$ cat src/rtl/irq_pkg.sv
// Shared definitions for the interrupt controller.
//   Register word indices (address bits [4:2]), the FSM state type and the ID width.
//   An ID of 0 means "no interrupt". Source k reports as ID k+1.
package irq_pkg;

    localparam int N_IRQ_MAX = 31;
    localparam int ID_W      = 5;

    localparam logic [2:0] REG_PENDING = 3'd0;
    localparam logic [2:0] REG_MASK    = 3'd1;
    localparam logic [2:0] REG_EDGE    = 3'd2;
    localparam logic [2:0] REG_CLAIM   = 3'd3;

    typedef enum logic {
        IDLE    = 1'b0,
        SERVICE = 1'b1
    } irq_state_e;

    typedef logic [ID_W-1:0] irq_id_t;

endpackage

$ cat src/rtl/irq_if.sv
// APB bus bundle for the interrupt controller.
//   PCLK / PRESETn : clock and asynchronous active-low reset, carried with the bus
//   PSEL, PENABLE, PWRITE, PADDR, PWDATA : driven by the master
//   PRDATA, PREADY : driven by the slave
interface irq_if (
    input logic PCLK,
    input logic PRESETn
);
    logic        PSEL;
    logic        PENABLE;
    logic        PWRITE;
    logic [31:0] PADDR;
    logic [31:0] PWDATA;
    logic [31:0] PRDATA;
    logic        PREADY;

    modport master (
        input  PCLK, PRESETn, PRDATA, PREADY,
        output PSEL, PENABLE, PWRITE, PADDR, PWDATA
    );

    modport slave (
        input  PCLK, PRESETn, PSEL, PENABLE, PWRITE, PADDR, PWDATA,
        output PRDATA, PREADY
    );
endinterface

$ cat src/rtl/irq_prio_enc.sv
// Lowest-index priority encoder.
//   req : request vector (already masked)
//   id  : index+1 of the lowest set bit, 0 when no bit is set
module irq_prio_enc
    import irq_pkg::*;
#(
    parameter int N_IRQ = 8
) (
    input  logic [N_IRQ-1:0] req,
    output irq_id_t          id
);

    // Scan from the top so the lowest set index is the last to assign.
    always_comb begin
        id = '0;
        for (int i = N_IRQ - 1; i >= 0; i--) begin
            if (req[i]) id = ID_W'(i + 1);
        end
    end

endmodule

$ cat src/rtl/irq_ctrl.sv
// APB-programmable interrupt controller.
//   apb_bus  : APB slave (PCLK/PRESETn carried in the bundle), zero wait states
//   irq_i    : interrupt request lines, synchronous to PCLK
//   irq_o    : interrupt request to the core
//   irq_id_o : ID of the highest-priority pending and enabled source, 0 if none
//
// state   | meaning
// IDLE    | no interrupt in service; irq_o follows pending & mask, CLAIM read claims
// SERVICE | one ID claimed; irq_o held low until matching COMPLETE write
module irq_ctrl
    import irq_pkg::*;
#(
    parameter int N_IRQ = 8
) (
    irq_if.slave             apb_bus,
    input  logic [N_IRQ-1:0] irq_i,
    output logic             irq_o,
    output logic [ID_W-1:0]  irq_id_o
);

    logic [N_IRQ-1:0] pending_q, pending_d;
    logic [N_IRQ-1:0] mask_q, mask_d;
    logic [N_IRQ-1:0] edge_q, edge_d;
    logic [N_IRQ-1:0] prev_q;
    irq_state_e       state_q, state_d;
    irq_id_t          claimed_id_q, claimed_id_d;

    logic             access, rd, wr;
    logic [2:0]       idx;
    logic [N_IRQ-1:0] wdata_bits;
    logic [N_IRQ-1:0] edge_set, w1c, claim_clr, edge_off;
    logic             claim_fire, complete_fire;
    logic [31:0]      rdata;
    logic             unused_bus;

    assign access     = apb_bus.PSEL && apb_bus.PENABLE;
    assign rd         = access && !apb_bus.PWRITE;
    assign wr         = access && apb_bus.PWRITE;
    assign idx        = apb_bus.PADDR[4:2];
    assign wdata_bits = apb_bus.PWDATA[N_IRQ-1:0];
    assign unused_bus = ^{apb_bus.PADDR[31:5], apb_bus.PADDR[1:0], apb_bus.PWDATA[31:N_IRQ]};

    assign apb_bus.PREADY = access;
    assign apb_bus.PRDATA = rdata;

    irq_prio_enc #(.N_IRQ(N_IRQ)) u_prio (
        .req (pending_q & mask_q),
        .id  (irq_id_o)
    );

    assign irq_o         = (state_q == IDLE) && |(pending_q & mask_q);
    assign claim_fire    = rd && (idx == REG_CLAIM) && (state_q == IDLE) && (irq_id_o != '0);
    assign complete_fire = wr && (idx == REG_CLAIM) && (state_q == SERVICE) &&
                           (apb_bus.PWDATA[ID_W-1:0] == claimed_id_q);

    always_comb begin
        state_d      = state_q;
        claimed_id_d = claimed_id_q;
        case (state_q)
            IDLE: begin
                if (claim_fire) begin
                    state_d      = SERVICE;
                    claimed_id_d = irq_id_o;
                end
            end
            SERVICE: begin
                if (complete_fire) begin
                    state_d      = IDLE;
                    claimed_id_d = '0;
                end
            end
            default: state_d = IDLE;
        endcase
    end

    always_comb begin
        mask_d    = mask_q;
        edge_d    = edge_q;
        w1c       = '0;
        edge_off  = '0;
        claim_clr = '0;
        edge_set  = irq_i & ~prev_q & edge_q;
        if (wr) begin
            case (idx)
                REG_PENDING: w1c = wdata_bits;
                REG_MASK:    mask_d = wdata_bits;
                REG_EDGE: begin
                    edge_d   = wdata_bits;
                    edge_off = edge_q & ~wdata_bits;
                end
                default: ;
            endcase
        end
        for (int i = 0; i < N_IRQ; i++) begin
            claim_clr[i] = claim_fire && (irq_id_o == ID_W'(i + 1));
        end
        // Edge bits: clears first, then a fresh edge re-sets (set wins).
        // Level bits: plain registered copy of the line.
        pending_d = (edge_q & ((pending_q & ~w1c & ~claim_clr) | edge_set)) |
                    (~edge_q & irq_i);
        // Leaving edge mode drops whatever was latched.
        pending_d = pending_d & ~edge_off;
    end

    always_comb begin
        rdata = '0;
        if (rd) begin
            case (idx)
                REG_PENDING: rdata[N_IRQ-1:0] = pending_q;
                REG_MASK:    rdata[N_IRQ-1:0] = mask_q;
                REG_EDGE:    rdata[N_IRQ-1:0] = edge_q;
                REG_CLAIM:   rdata[ID_W-1:0]  = (state_q == IDLE) ? irq_id_o : '0;
                default: ;
            endcase
        end
    end

    always_ff @(posedge apb_bus.PCLK or negedge apb_bus.PRESETn) begin
        if (!apb_bus.PRESETn) begin
            pending_q    <= '0;
            mask_q       <= '0;
            edge_q       <= '0;
            prev_q       <= '0;
            state_q      <= IDLE;
            claimed_id_q <= '0;
        end else begin
            pending_q    <= pending_d;
            mask_q       <= mask_d;
            edge_q       <= edge_d;
            prev_q       <= irq_i;
            state_q      <= state_d;
            claimed_id_q <= claimed_id_d;
        end
    end

endmodule

$ cat src/flat_wrapper.sv
// flat-port wrapper written by rule: the top's interface ports become plain ports
module irq_ctrl_flat import irq_pkg::*;
#(
    parameter int N_IRQ = 8
)
  (irq_i, irq_o, irq_id_o, PCLK, PRESETn, apb_bus_PSEL, apb_bus_PENABLE, apb_bus_PWRITE, apb_bus_PADDR, apb_bus_PWDATA, apb_bus_PRDATA, apb_bus_PREADY);
  irq_if apb_bus_i (.PCLK(PCLK), .PRESETn(PRESETn));
  input  logic [N_IRQ-1:0] irq_i;
  output logic irq_o;
  output logic [ID_W-1:0] irq_id_o;
  input wire logic PCLK;
  input wire logic PRESETn;
  input wire logic [$bits(apb_bus_i.PSEL)-1:0] apb_bus_PSEL;
  input wire logic [$bits(apb_bus_i.PENABLE)-1:0] apb_bus_PENABLE;
  input wire logic [$bits(apb_bus_i.PWRITE)-1:0] apb_bus_PWRITE;
  input wire logic [$bits(apb_bus_i.PADDR)-1:0] apb_bus_PADDR;
  input wire logic [$bits(apb_bus_i.PWDATA)-1:0] apb_bus_PWDATA;
  output wire logic [$bits(apb_bus_i.PRDATA)-1:0] apb_bus_PRDATA;
  output wire logic [$bits(apb_bus_i.PREADY)-1:0] apb_bus_PREADY;
  assign apb_bus_i.PSEL = apb_bus_PSEL;
  assign apb_bus_i.PENABLE = apb_bus_PENABLE;
  assign apb_bus_i.PWRITE = apb_bus_PWRITE;
  assign apb_bus_i.PADDR = apb_bus_PADDR;
  assign apb_bus_i.PWDATA = apb_bus_PWDATA;
  assign apb_bus_PRDATA = apb_bus_i.PRDATA;
  assign apb_bus_PREADY = apb_bus_i.PREADY;
  irq_ctrl #(.N_IRQ(N_IRQ)) u_core (.apb_bus(apb_bus_i), .irq_i(irq_i), .irq_o(irq_o), .irq_id_o(irq_id_o));
endmodule
$ cat config.mk
export PLATFORM = sky130hd
export DESIGN_NAME = irq_ctrl_flat
export DESIGN_NICKNAME = d
export VERILOG_FILES = /design/src/rtl/irq_pkg.sv /design/src/rtl/irq_if.sv /design/src/rtl/irq_prio_enc.sv /design/src/rtl/irq_ctrl.sv /design/src/flat_wrapper.sv
export SDC_FILE = /design/constraint.sdc
export NUM_CORES = 1
export LEC_CHECK = 0
export CAP_MARGIN = 20
export CORE_UTILIZATION = 30
export CTS_CLUSTER_DIAMETER = 80
export DETAILED_ROUTE_END_ITERATION = 7
export GPL_TIMING_DRIVEN = 1
export SLEW_MARGIN = 10
export SYNTH_ARGS = -nofsm -noshare
export SYNTH_HDL_FRONTEND = slang
export SYNTH_HIERARCHICAL = 1
export SYNTH_SLANG_ARGS = --single-unit
$ cat constraint.sdc
create_clock -name PCLK -period 6.7 [get_ports PCLK]
set_clock_uncertainty 0.05 [all_clocks]
set_input_delay 1.34 -clock PCLK [delete_from_list [all_inputs] [get_ports PCLK]]
set_output_delay 1.34 -clock PCLK [all_outputs]
set_load 0.05 [all_outputs]
## After elaboration in Yosys (flattened, before gate mapping)

Index checks and enable logic that the tools add are counted.

- Output and inout bits: 39
- Flip-flop bits (word level): 38
- Word-level logic and storage cells: 85
- Input bits: 77

- Eq/ne operators: 14
- Mux-type cells: 22
- Bitwise operators: 18
- Reductions and logical operators: 25

Operator list:

| cell | count |
|---|---|
| bitwise AND 8 bit | 9 |
| two-way mux 5 bit | 10 |
| inverter 8 bit | 6 |
| two-way mux 8 bit | 5 |
| == test 5 x 3 -> 1 bit, second input constant | 4 |
| one-hot mux 5 bit (4 select lines) | 1 |
| logical AND 1 bit | 18 |
| OR 8 bit | 2 |
| == test 5 x 2 -> 1 bit, second input constant | 2 |
| one-hot mux 5 bit (2 select lines) | 1 |
| one-hot mux 3 bit (3 select lines) | 1 |
| OR reduction 8 bit | 1 |
| == test 3 x 2 -> 1 bit, second input constant | 2 |
| AND reduction 2 bit | 3 |
| == test 5 x 1 -> 1 bit, second input constant | 1 |
| == test 5 x 4 -> 1 bit, second input constant | 1 |
| == test 5 bit | 1 |
| nonzero test 5 bit | 1 |
| two-way mux 4 bit | 1 |
| == test 3 x 1 -> 1 bit, second input constant | 1 |
| logical NOT 3 bit | 1 |
| two-way mux 1 bit | 2 |
| != test 2 x 1 -> 1 bit, second input constant | 1 |
| != test 2 bit, second input constant | 1 |
| 3 further kinds | 3 |

## Logic depth before layout (Yosys ltp)

Gate-level depths: netlist of run 1.

- Depth after elaboration: 18
- Depth in mapped cells: 9

## Hierarchy

The synthesis of run 1 kept the hierarchy.

Modules (own cells, without submodules):

| module | times used | cells an instance | area an instance (µm²) |
|---|---|---|---|
| irq_ctrl | 1 | 227 | 2,238.4 |
| irq_prio_enc | 1 | 14 | 82.6 |

## Worst setup path before layout of run 1

Ideal clock, no wire load.

- Kind: reg-to-output
- Start point: reg u_core.pending_q[0]
- End point: out apb_bus_PRDATA[2]
- Data required time: 5.310 ns
- Data arrival time: 3.641 ns
- Path slack: 1.669 ns
- Cell stages (with the launch flop): 6
- Path through: dfrtp_1 and2_1 nor4_1 nor2b_1 mux4_2 nor2b_1

- Cells in the longest elaborated chain, start to end: 5

RTL lines:

| what | RTL line | text |
|---|---|---|
| start: declaration | irq_ctrl.sv:21 | `logic [N_IRQ-1:0] pending_q, pending_d;` |
| start signal: assignment | irq_ctrl.sv:127 | `pending_q <= pending_d;` |
| bitwise AND 8 bit | irq_ctrl.sv:47 | `.req (pending_q & mask_q),` |
| two-way mux 5 bit | irq_prio_enc.sv:17 | `if (req[i]) id = ID_W'(i + 1);` |
| net irq_id_o[2] | flat_wrapper.sv:10 | `output logic [ID_W-1:0] irq_id_o;` |
| two-way mux 5 bit | irq_ctrl.sv:112 | `REG_CLAIM: rdata[ID_W-1:0] = (state_q == IDLE) ? irq_id_o : '0;` |
| one-hot mux 5 bit (4 select lines) | irq_ctrl.sv:108 | `case (idx)` |
| two-way mux 8 bit | irq_ctrl.sv:107 | `if (rd) begin` |
| end: declaration | flat_wrapper.sv:18 | `output wire logic [$bits(apb_bus_i.PRDATA)-1:0] apb_bus_PRDATA;` |

The timed path passes the listed nets, and every way through them passes these cells.

## Worst setup path in the final report of run 1

- Start point: in apb_bus_PADDR[2]
- End point: out apb_bus_PRDATA[3]

- Cells in the longest elaborated chain, start to end: 3

RTL lines:

| what | RTL line | text |
|---|---|---|
| start: declaration | flat_wrapper.sv:16 | `input wire logic [$bits(apb_bus_i.PADDR)-1:0] apb_bus_PADDR;` |
| == test 3 x 2 -> 1 bit (tied with other cells) | irq_ctrl.sv:108 |  |
| one-hot mux 5 bit (4 select lines) * | irq_ctrl.sv:108 |  |
| two-way mux 8 bit * | irq_ctrl.sv:107 |  |

Mark *: on every way between the ends. The rest lies on a longest branch, timed or not.

==> run metrics, run 1 <==
share of layout cells above drive strength 1=0.134; Tcrit/Tclk final=0.802; global-route wire length before repair=9210 microns; gr ovfl total=0; RSZ-0062 raised after global routing=false; Total Neg Setup Slack=0 ns; DRT Pass-1 Iters=4; synth warn=6; CTS tree=built; die height=90.0 microns; IO Port Bufs=37; Die Area=0.00809 sq mm; WP buf/inv=3; slowest cell delay on critical path=0.83 ns; Lkg Pwr=1.21 nW; top cell type's share of synthesized area=0.410; Avg Cell Area, Syn=9.63 sq um; CP Cell Sequence=clkdlybuf4s50_1 -> nor4bb_1 -> buf_4 -> a221oi_1 -> nor2_1 -> clkdlybuf4s50_1; Synth Cell Area=0.00232 sq mm; measured slew at the worst slew-check pin=0.873 ns; Initial Util=0.315; Ant. Diodes=0; Critical Path Fanout Max=8; maximum vdd drop=0.0725 mV; Cells after Synth=241; CTS Buffer Depth=2; Root Driver=clkbuf_8; Final Hold Viols=0; Slew Viols, Final=0; DP Area=0.00270 sq mm; most frequent CP cell=clkdlybuf4s50_1; GRT Util Overall=0.144; total wire length=5660 microns; Startpoint Class=primary input; Max stage delay cell, worst path=clkdlybuf4s50_1; initial antenna violation count=0; register area share after synthesis=0.410; post-synth cell types=36; Hold Crit Class=flop to flop; cts repair resizes=0; CP Capture Type=output port; Vias=1844; critical path type=primary input to output port; flops & latches, synth=38; Antenna Nets Post-Route=0; I/O pins=116; core area=0.00737 sq mm; delay-heaviest family, CP=buffers and inverters; Max Freq=186 MHz; CTS Buf Count=5; vias in the first global route=1812; Vias/cell=4.90; HPWL Detailed=4060 microns; Nets=354; Layout Utilization=0.377; Async SR Flop Fraction=1.00; 1st-iter DRT viols=88; Layout fillers=742; Final setup viols=0; maxcap violations=0; Post-synth top flop=dfrtp_1; Clock transition at path regs=0.07 ns; CP arrival=3.98 ns; Post-CTS Repair Setup Buffers=0; DIE WIDTH=90.0 microns; WP data required=5.31 ns; synth top area cells=dfrtp_1 41%, mux2_2 10%, buf_4 8.1%; Post-CTS Hold Fix Bufs=0; routability congestion estimate from global placement=0.778; largest net degree at the start of global routing=39; setup ws final=1.33 ns; Tmin final=5.37 ns; htree depth=2; # rows=31; cell area after layout=0.00278 sq mm; Skew-Pair Late Insertion Delay=0.29 ns; Residual DRC=0; pwr dens=257 mW/mm^2; Rel. slew slack=0.418; Layout area overhead=19.7%; run status=completed; WL per Instance=15.0 microns; Sink Count=38; EDFF count, synth=0; pre-CTS WS=1.37 ns; Synth area leader=dfrtp_1
==> metrics by stage <==
stage          hold slack [ns]  power (mW)  cells
6_report                 0.470       0.715    376
5_1_grt                  0.498       0.756    376
4_1_cts                  0.469       0.720    376
3_5_place_dp             0.458       0.569    369
3_3_place_gp             0.451       0.564    369
2_1_floorplan            0.423       0.498    264
==> per-layer routing <==
| metal | vias up | track usage | wire [microns] |
|---|---|---|---|
| li1 | 880 | - | - |
| met1 | 872 | 0.195 | 2670 |
| met2 | 85 | 0.226 | 2600 |
| met3 | 7 | 0.0347 | 343 |
| met4 | 0 | 0.0470 | 48 |
| met5 | - | 0 | 0 |
==> cell usage after synthesis, drive strengths merged (6+ instances only) <==
cell type,n
dfrtp,38
buf,30
nor2,29
mux2,21
nand2,17
a21oi,14
a31oi,10
and2,9
a22oi,8
nor2b,8
mux2i,7
clkbuf,6
nand4,6
==> where the power goes <==
group / internal (mW) / switching (mW)
Clock: 0.0699 / 0.0793
Combinational: 0.104 / 0.163
Sequential: 0.265 / 0.0336
Total: 0.439 / 0.276
==> kinds of logic (layout without fill, tap and decap cells) <==
logic type,count (synthesis),count (layout),synth area share
flops,38,38,0.410
other cells,2,25,0.00324
simple gates,89,89,0.205
buf+inv,38,51,0.104
compound gates,40,40,0.118
xor+xnor,5,5,0.0189
mux,29,29,0.142
==> placed cells by master (no fill, tap or decap), types with 2 or more instances in the layout <==
master | Yosys | layout
nand3_1 | 2 | 2
nor2b_1 | 8 | 8
conb_1 | 2 | 25
and2_1 | 9 | 9
clkbuf_8 | 0 | 5
nand4_1 | 6 | 6
clkdlybuf4s50_1 | 0 | 36
a21oi_1 | 14 | 14
buf_4 | 25 | 5
inv_1 | 2 | 2
nand4b_1 | 2 | 2
nor2_1 | 29 | 29
nand2_1 | 17 | 17
xor2_1 | 5 | 5
a22oi_1 | 8 | 8
mux2_2 | 21 | 21
mux2i_1 | 7 | 7
clkinv_2 | 0 | 2
and3b_1 | 3 | 3
a221oi_1 | 4 | 4
nor4_1 | 4 | 4
dfrtp_1 | 38 | 38
a31oi_1 | 9 | 9
and4b_1 | 3 | 3
==> flip-flops by register name, summed over array words and instances (netlist names) <==
| name | count |
|---|---|
| u_core/claimed_id_q | 5 |
| u_core/edge_q | 8 |
| u_core/mask_q | 8 |
| u_core/pending_q | 8 |
| u_core/prev_q | 8 |
| u_core/state_q | 1 |
==> worst paths after layout <==
path	start	to	slack (ns)	cells past startpoint
max	apb_bus_PADDR[2]	apb_bus_PRDATA[3]	1.33	6
min	u_core/edge_q[5]	u_core/pending_q[5]	0.47	1
max reg2reg	u_core/pending_q[5]	u_core/claimed_id_q[3]	4.13	7
min reg2reg	u_core/edge_q[5]	u_core/pending_q[5]	0.47	1
max in group asynchronous	PRESETn	u_core/pending_q[1]	4.94	1
min in group asynchronous	PRESETn	u_core/state_q	1.12	1
==> final cells by class <==
type	instances	area (sq um)	area share
multi-input cells	188	1210	0.437
flip-flops and latches	38	951	0.342
repair buffers	42	403	0.145
well taps	99	124	0.0446
clock buffers	5	68.8	0.0248
clock inverters	2	10.0	0.00360
inverters	2	7.51	0.00270
(Power assumes the default switching activity.)
==> run 2, diff against run 1 <==
==> constraint.sdc (replaced) <==
create_clock -name PCLK -period 5.2 [get_ports PCLK]
set_clock_uncertainty 0.05 [all_clocks]
set_input_delay 1.04 -clock PCLK [delete_from_list [all_inputs] [get_ports PCLK]]
set_output_delay 1.04 -clock PCLK [all_outputs]
set_load 0.05 [all_outputs]
==> run 2 against run 1 <==
Net effect: die area unchanged; sequential cell count unchanged; final area up 3.9%; largest power group unchanged; combinational power up 29%; worst setup slack worse by 0.59 ns; sequential power up 29%; clock power up 110%; critical endpoint is now apb_bus_PRDATA[5]; first-iteration DRC count down 4.5%; non-clock buffer count up 2; total power up 45%; register-to-register slack worse by 1.5 ns.
==> run metrics, run 2 (synthesized netlist as in run 1, its figures left out) <==
run status=completed; WP data required=4.11 ns; Total Power=1.04 mW; Layout Utilization=0.392; Tcrit/Tclk final=0.858; critical path type=primary input to output port; cts repair resizes=0; core area=0.00737 sq mm; RSZ-0062 raised after global routing=false; CP arrival=3.37 ns; I/O pins=116; # rows=31; Layout area overhead=24.4%; vias in the first global route=1725; share of layout cells above drive strength 1=0.154; Tmin final=4.46 ns; placed insts=371; CTS Buf Count=5; Lkg Pwr=1.26 nW; Die Area=0.00809 sq mm; Vias=1876; Rel. slew slack=0.416; Skew-Pair Late Insertion Delay=0.29 ns; Antenna Nets Post-Route=0; Reg2Reg Launch Point=u_core/pending_q[5]; Hold Crit Class=flop to flop; NetSw=0.359 mW; sw frac=0.345; gr ovfl total=0; CTS Buffer Depth=2; Pint=0.681 mW; maximum vdd drop=0.105 mV; pre-CTS WS=0.749 ns; Post-CTS Repair Setup Buffers=0; Final setup viols=0; htree depth=2; measured slew at the worst slew-check pin=0.876 ns; Max Freq=224 MHz; Slew Viols, Final=0; Final Hold Viols=0; Ant. Diodes=0; Sink Count=38; Hold Crit Start=u_core/edge_q[6]; Clock transition at path regs=0.07 ns; critical register-to-register path endpoint=u_core/claimed_id_q[2]; post-route insts no fill=379; Nets=356; Critical Path Fanout Max=9; combinational share of power=0.331; R2R depth=7; pwr dens=360 mW/mm^2; Initial Util=0.315; IO Port Bufs=37; die height=90.0 microns; Post-CTS Hold Fix Bufs=0; hold depth=1; DP Area=0.00275 sq mm; Startpoint Class=primary input; initial antenna violation count=0; global-route wire length before repair=9090 microns; most common cell after layout, fill and taps aside=dfrtp_1; HPWL Detailed=4020 microns; DRT Pass-1 Iters=4; setup ws final=0.736 ns; maxcap violations=0; cell area after layout=0.00289 sq mm; CTS tree=built; 1st-iter DRT viols=84; Reg power frac=0.370; WL per Instance=14.9 microns; Vias/cell=4.95; Hold WS=0.472 ns; GRT Util Overall=0.143; Worst Hold End=u_core/pending_q[6]; Total Neg Setup Slack=0 ns; Clk pwr share=0.299; total wire length=5660 microns; DIE WIDTH=90.0 microns; reg2reg setup slack=2.61 ns; largest net degree at the start of global routing=39; Root Driver=clkbuf_8; CP Capture Type=output port; Residual DRC=0; commonest cells after routing, fill and taps aside=38 x dfrtp_1, 33 x clkdlybuf4s50_1, 29 x nor2_1, 25 x conb_1, 21 x mux2_2; routability congestion estimate from global placement=0.785
-- run 2: changes by cell type in the layout (fill, tap and decap cells not counted), sizes merged --
| cell | delta |
|---|---|
| bufinv | +2 |
| clkbuf | +1 |
| clkinv | -2 |
| clkdlybuf4s50 | -3 |
| buf | +5 |
-- run 2: power by group through the flow --
stage                     registers (mW)  logic, mW  clock network [mW]
after floorplan                    0.373      0.269                   0
after global routing               0.392      0.372               0.330
after detailed placement           0.389      0.343                   0
after CTS                          0.384      0.344               0.320
final                              0.385      0.344               0.311
after global placement             0.388      0.340                   0
-- run 2: area by class of cell --
class / count / area, sq um
clock buffers: 6 / 82.6
clock inverters: 2 / 60.1
fillers: 752 / 4480
inverters: 2 / 7.51
multi-input cells: 188 / 1210
flip-flops and latches: 38 / 951
well taps: 99 / 124
repair buffers: 44 / 448
-- run 2: critical path, stage by stage --
cell and delay [ns]:
clkdlybuf4s50_1 0.65, buf_4 0.29, nor2b_1 0.16, buf_4 0.19
a21oi_1 0.07, nor2_1 0.11, clkdlybuf4s50_1 0.83
-- run 2: how the worst max path moves through the flow --
stage                        endpoint                start  cells after the start  slack [ns]
floorplan           apb_bus_PRDATA[2]  u_core/pending_q[0]                      5        0.47
global placement    apb_bus_PRDATA[7]     apb_bus_PADDR[2]                      7        0.74
detailed placement  apb_bus_PRDATA[5]     apb_bus_PADDR[2]                      7        0.75
CTS                 apb_bus_PRDATA[5]     apb_bus_PADDR[2]                      7        0.74
global route        apb_bus_PRDATA[5]     apb_bus_PADDR[2]                      7        0.66
finish              apb_bus_PRDATA[5]     apb_bus_PADDR[2]                      7        0.74
-- run 2: per-layer routing --
layer  share of wire  global-route usage  up-vias
li1                -                   -      890
met1            0.48               0.191      903
met2            0.46               0.230       78
met3           0.052              0.0347        5
met4          0.0078              0.0403        0
met5               0                   0        -
